**config.mk**
```make
export PLATFORM = sky130hd
export DESIGN_NAME = mux16_scan
export DESIGN_NICKNAME = d
export VERILOG_FILES = /design/src/rtl/mux16_scan.sv
export SDC_FILE = /design/constraint.sdc
export NUM_CORES = 1
export LEC_CHECK = 0
export CORE_UTILIZATION = 25
export CTS_CLUSTER_DIAMETER = 120
export DETAILED_ROUTE_END_ITERATION = 8
export PLACE_DENSITY = 0.53
export SYNTH_ARGS = -nofsm -noshare
export SYNTH_HDL_FRONTEND = slang
export SYNTH_SLANG_ARGS = --single-unit
export TNS_END_PERCENT = 1
```
**constraint.sdc**
```tcl
create_clock -name clk -period 5.1 [get_ports clk]
set_clock_uncertainty 0.05 [all_clocks]
set_input_delay 0.51 -clock clk [delete_from_list [all_inputs] [get_ports clk]]
set_output_delay 0.51 -clock clk [all_outputs]
set_load 0.01 [all_outputs]
```
**src/rtl/mux16_scan.sv**
```systemverilog
// mux16_scan: 16-to-1 event collector, round-robin serializer to (f, s).
// Optional sticky per-channel overflow flags: define MUX16_OVERFLOW_EN.
module mux16_scan #(
    parameter int LEVEL = 0
) (
    input  logic        clk,
    input  logic        reset,
    input  logic [15:0] y,
    input  logic        ready,
    output logic        f,
    output logic [3:0]  s,
    output logic [15:0] pend
`ifdef MUX16_OVERFLOW_EN
    ,
    output logic [15:0] ovf
`endif
);

    logic [15:0] y_q;
    logic [15:0] ev;
    logic [15:0] gnt_oh;
    logic [15:0] pend_nxt;
    logic [3:0]  ptr;
    logic [3:0]  gnt_idx;
    logic [3:0]  probe;
    logic        gnt_found;
    logic        load;

    // Output register is free when empty or being accepted this cycle.
    assign load = ~f | ready;

    // Event detect: rising edge or level, depending on LEVEL.
    always_comb begin
        ev = y & ~y_q;
        if (LEVEL != 0) begin
            ev = y;
        end
    end

    // Round-robin search of pending bits starting at ptr, wrapping 15->0.
    always_comb begin
        gnt_found = 1'b0;
        gnt_idx   = ptr;
        probe     = ptr;
        for (int i = 0; i < 16; i++) begin
            probe = ptr + 4'(i);
            if (!gnt_found && pend[probe]) begin
                gnt_found = 1'b1;
                gnt_idx   = probe;
            end
        end
    end

    // One-hot clear mask; new events override the clear on the same channel.
    always_comb begin
        gnt_oh = '0;
        if (load && gnt_found) begin
            gnt_oh[gnt_idx] = 1'b1;
        end
        pend_nxt = (pend & ~gnt_oh) | ev;
    end

    // Edge history, pending set, pointer and output register.
    always_ff @(posedge clk) begin
        if (reset) begin
            y_q  <= '0;
            pend <= '0;
            ptr  <= '0;
            f    <= 1'b0;
            s    <= '0;
        end else begin
            y_q  <= y;
            pend <= pend_nxt;
            if (load) begin
                if (gnt_found) begin
                    f   <= 1'b1;
                    s   <= gnt_idx;
                    ptr <= gnt_idx + 4'd1;
                end else begin
                    f <= 1'b0;
                end
            end
        end
    end

`ifdef MUX16_OVERFLOW_EN
    // Sticky flag: an event landed on a bit that stays pending, so one is lost.
    always_ff @(posedge clk) begin
        if (reset) begin
            ovf <= '0;
        end else begin
            ovf <= ovf | (ev & pend & ~gnt_oh);
        end
    end
`endif

endmodule
```
# Word level (Yosys, flattened, before mapping)
# Cells that the tools add are included.
dict set report op_classes {
  muxes 67
  bitwise 7
  addsub 16
  n_lt_le_gt_ge 18
  reduce_logical 33
}
# cell count
set ops {}
lappend ops {{4-bit by 5-bit less-than comparator with 1-bit output (second input constant)} 17}
lappend ops {{1-bit binary-select mux with 4-bit select} 16}
lappend ops {{4-bit two-way mux} 15}
lappend ops {{1-bit two-way mux} 34}
lappend ops {{4-bit adder (second input constant)} 8}
lappend ops {{16-bit bitwise AND} 2}
lappend ops {{16-bit NOT} 2}
lappend ops {{1-bit logical AND} 17}
lappend ops {{4-bit by 3-bit adder with 4-bit output (second input constant)} 4}
lappend ops {{16-bit two-way mux} 1}
lappend ops {{16-bit bitwise OR} 1}
lappend ops {{1-bit zero test} 15}
lappend ops {{4-bit by 1-bit adder with 4-bit output (second input constant)} 2}
lappend ops {{4-bit by 2-bit adder with 4-bit output (second input constant)} 2}
lappend ops {{1-bit demux with 4-bit select} 1}
lappend ops {{4-bit by 1-bit >= comparator with 1-bit output (second input constant)} 1}
lappend ops {{2-bit AND reduction} 1}
lappend ops {{1-bit NOT} 1}
lappend ops {{1-bit bitwise OR} 1}
dict set report totals {
  wordCells 146
  reg_bits 41
  out_inout_bits 21
}

# Logic depth before layout (Yosys ltp)
dict set report depth {
  word_depth 56
  depth_mapped 21
  ltp_nobuf 16
}

# Least setup slack after synthesis
# Ideal clock, no wire load.
dict set report synth_timing {
  path_kind {reg2reg}
  start {register ptr[1]}
  end {register pend[3]}
  slack_ns -0.104
  arrival_ns 5.027
  setup_time_ns 0.127
  t_required_ns 4.923
  stages_incl_launch_ff 21
  path_cell_list {dfxtp_1 buf_2 buf_2 clkbuf_1 inv_1 ha_1 buf_6 mux4_1 mux2_2 mux2i_4 nand4_4 nor4_2 and3_1 a21oi_1 a31o_1 or2_1 inv_1 ha_1 nand2_1 o311ai_1 o21ai_1}
}
dict set report synth_between {
  elab_chain_cells 56
  word_cells_on_any_way 118
  cone_classes {15 x add/sub; 2 x order compare; 66 x mux; 3 x bitwise; 32 x reduce/logical}
}
# element line
set synth_lines {}
lappend synth_lines {{start: declaration} 23} ;# logic [3:0] ptr;
lappend synth_lines {{start signal: assignment} 78} ;# ptr <= gnt_idx + 4'd1;
lappend synth_lines {{parallel branches: the longest is 47 deep, another holds 4-bit by 1-bit adder with 4-bit output} -}
lappend synth_lines {{4-bit two-way mux *} 47} ;# if (!gnt_found && pend[probe]) begin
lappend synth_lines {{net gnt_idx[1]} 24} ;# logic [3:0] gnt_idx;
lappend synth_lines {{4-bit by 5-bit less-than comparator with 1-bit output (not written as such) / 4-bit by 1-bit >= comparator with 1-bit output (equally long branches)} 58} ;# gnt_oh[gnt_idx] = 1'b1;
lappend synth_lines {{1-bit logical AND (not written as such)} 58}
lappend synth_lines {{1-bit two-way mux (not written as such)} 58}
lappend synth_lines {{1-bit demux with 4-bit select *} 58}
lappend synth_lines {{16-bit two-way mux *} 57} ;# if (load && gnt_found) begin
lappend synth_lines {{16-bit NOT *} 60} ;# pend_nxt = (pend & ~gnt_oh) | ev;
lappend synth_lines {{16-bit bitwise AND *} 60}
lappend synth_lines {{16-bit bitwise OR *} 60}
lappend synth_lines {{end signal: assignment} 73} ;# pend <= pend_nxt;
lappend synth_lines {{end: declaration} 12} ;# output logic [15:0] pend
# Mark *: on every way through the listed nets, which the timed path passes. The select of a mux whose other input is x is not followed.
# A chain may end at the register's enable or synchronous reset.

# Final worst setup path
dict set report layout_timing {
  start {register ptr[1]}
  end {register pend[13]}
}
dict set report layout_between {
  elab_chain_cells 56
  word_cells_on_any_way 118
  cone_classes {15 x add/sub; 2 x order compare; 66 x mux; 3 x bitwise; 32 x reduce/logical}
}
# element line
set layout_lines {}
lappend layout_lines {{parallel branches: the longest is 52 deep, another holds 4-bit by 1-bit adder with 4-bit output} -}
lappend layout_lines {{16-bit two-way mux *} 57}
lappend layout_lines {{16-bit NOT *} 60}
lappend layout_lines {{16-bit bitwise AND *} 60}
lappend layout_lines {{16-bit bitwise OR *} 60}
# Every way passes the cells marked *. The select of a mux whose other input is x is not followed.

==> metrics <==
crit path cell chain buf_4 -> mux4_2 -> mux2_2 -> mux2i_1 -> a211oi_1 -> a311oi_1 -> nand2b_1 -> a221o_1 -> a31oi_4 -> nand4_1 -> a32o_1; vias 4037; TritonRoute pass-1 iters 5; RSZ-0062 raised after global routing false; Most used DFF post-synth dfxtp_1; largest family of logic cells by synthesized area multiplexers; worst path arrival time 4.83 ns; CTS max path bufs 2; final net count 533; pre-CTS WS 0.348 ns; synth-to-layout area growth 19.6%; Site Rows 46; WP buf/inv 1; DR DRC count 0; Mapped Cells 465; crit path launch type flip-flop; CP max-delay cell mux2i_1; Cell variety after synth 77; Yosys warning count 0; ANT cells 0; Syn Area/Cell 9.00 µm²; xor/xnor cell area share of the yosys netlist 2.51%; Top-Level Pins 40; fill cell count 1709; CP Depth 11; largest net degree at the start of global routing 32; Slew @ Worst Pin 0.758 ns; worst path required time 5.23 ns; Final WS setup 0.397 ns; Hold Path Stages 1; port buffer count 39; Num CTS Buffers 5; Final Critical Period 4.70 ns; DP HPWL 10900 µm; ANT nets after route 0; fin crit share 92.2%; routed wire length 14600 µm; CP delay by family, top compound AO/OA/AOI/OAI gates; width of the die 131 µm; worst min path class reg -> reg; mapped cell area 4190 µm²; global-route wire length before repair 23400 µm; setup bufs post-CTS 0; Peak Freq 213 MHz; Root Buffer clkbuf_16; Die Ht 131 µm; critical path class reg -> reg; Clock Latency Late Sink 0.29 ns; area of the die 17300 µm²; Worst path max stage delay 0.60 ns; final setup TNS 0 ns; Max-Slew Margin vs Limit 48.0%; TritonCTS clock tree built; Simple-Gate Fraction of Synth Area 19.3%; worst-path fanout max 31; Core Area 16100 µm²; mux share of post-synthesis cell area 28.6%; vias in the first global route 4073; FF+latch count, synth 41; Compound-Gate Fraction of Synth Area 20.8%; FFs w/ async S/R, synth 0%; GRT Util Overall 17.0%; Final Hold Violating Endpoints 0; Initial Util 26.0%; Setup-failing EPs final 0; status completed; htree depth 2; initial antenna violation count 0; Worst R2R Path Depth 11; global route overflow 0; max-slew violations 0; DR iter-0 viols 311; max capacitance violation total 0; wire length per cell 20.3 µm; Vias/cell 5.61; Post-Synth Adder-Cell Area 3.29%; syn nets 495; # clock sinks 41; critical path capture point type flip-flop; layout cells sized above 1 18.8%; RD Place Congestion 0.897; Reg clk slew, reported paths 0.07 ns; FF+latch area 821 µm²; Seq/Total Area, Yosys 19.6%; EDFF count, synth 0; area of the multi-input gates 3120 µm²
[Yosys cell counts, types with 4 or more instances]
cell type / n / area [µm²]
nand2_1: 47 / 176
dfxtp_1: 41 / 821
mux2_2: 28 / 315
mux4_2: 26 / 586
inv_1: 25 / 93.8
a21oi_1: 22 / 110
nor2_1: 21 / 78.8
mux2i_1: 18 / 180
nor2b_1: 15 / 93.8
clkbuf_1: 13 / 48.8
nand3_1: 13 / 65.1
nor3_1: 12 / 60.1
ha_1: 11 / 138
o21ai_0: 11 / 55.1
buf_2: 9 / 45.0
nand4_1: 9 / 56.3
a32o_1: 8 / 80.1
nand2b_1: 8 / 50.1
o22ai_1: 8 / 50.1
xnor2_1: 8 / 70.1
a211oi_1: 6 / 45.0
o311ai_1: 6 / 52.6
o21ai_1: 5 / 25.0
o2bb2ai_1: 5 / 43.8
buf_4: 4 / 30.0
o211ai_1: 4 / 30.0
o31ai_1: 4 / 30.0
xor2_1: 4 / 35.0
[cell usage in the layout, fill, tap and decap left out, drive strengths merged, types with 16 or more instances in the layout]
master,n
a21oi,22
buf,21
clkdlybuf4s50,39
dfxtp,41
inv,27
mux2,28
mux2i,20
mux4,29
nand2,47
nor2,21
o21ai,16
[cell type report]
class                           instances  share of cell area (%)
Sequential cell                        41                    16.4
Timing Repair Buffer                   60                    10.9
Clock buffer                            5                    2.50
Inverter                               26                    1.95
Tap cell                              216                    5.40
Multi-Input combinational cell        369                    62.3
Clock inverter                          3                   0.500
[worst reg2reg max path, delay by kind of cell, from the launching register on]
kind,cells,cell delay (ns)
buffers and inverters,1,0.42
AO/OA/AOI/OAI,5,1.85
flip-flops,1,0.33
multiplexers,3,1.57
AND/OR/NAND/NOR,2,0.39
[routing by layer]
metal | wire length, µm | vias up | GRT usage [%]
li1 | - | 1879 | -
met5 | 0 | - | 0
met2 | 7100 | 138 | 29.3
met4 | 180 | 0 | 3.81
met3 | 639 | 12 | 1.58
met1 | 6730 | 2008 | 22.7
[final timing paths]
| kind | startpoint | endpoint | slack [ns] |
|---|---|---|---|
| hold reg to reg | y_q[0]$_SDFF_PP0_ | pend[0]$_SDFF_PP0_ | 0.36 |
| hold / removal | y_q[0]$_SDFF_PP0_ | pend[0]$_SDFF_PP0_ | 0.36 |
| setup / recovery | ptr[1]$_SDFFE_PP0P_ | pend[13]$_SDFF_PP0_ | 0.40 |
| setup reg to reg | ptr[1]$_SDFFE_PP0P_ | pend[13]$_SDFF_PP0_ | 0.40 |
[sequential cells by signal (all words and copies together), names as in the netlist]
signal  flops
f           1
pend       16
ptr         4
s           4
y_q        16
[timing repair]
item                                    4_1_cts  5_1_grt
hold buffers                                  0        0
endpoints found under the setup margin        0        1
resized for setup                             0        1
[metrics by stage]
step,cells,area [µm²],utilization [%],hold WS [ns]
after CTS,720,5000,31.1,0.355
after global routing,720,5010,31.1,0.366
after detailed placement,712,4850,30.1,0.347
after floorplan,465,4190,-,0.339
final,720,5010,31.1,0.356
after global placement,712,4850,30.1,0.344
[cell families (layout without fill, tap and decap cells)]
logic type               count (synthesis)  after routing
AO/OA/AOI/OAI                          116            116
XOR/XNOR                                12             12
adder cells (fa/ha/maj)                 11             11
buffers and inverters                   55             94
flip-flops                              41             41
multiplexers                            77             77
AND/OR/NAND/NOR                        153            153
Power is left out: the tool's default activity adds up to more than one toggle a clock period on the data nets, which glitch-free logic cannot reach.
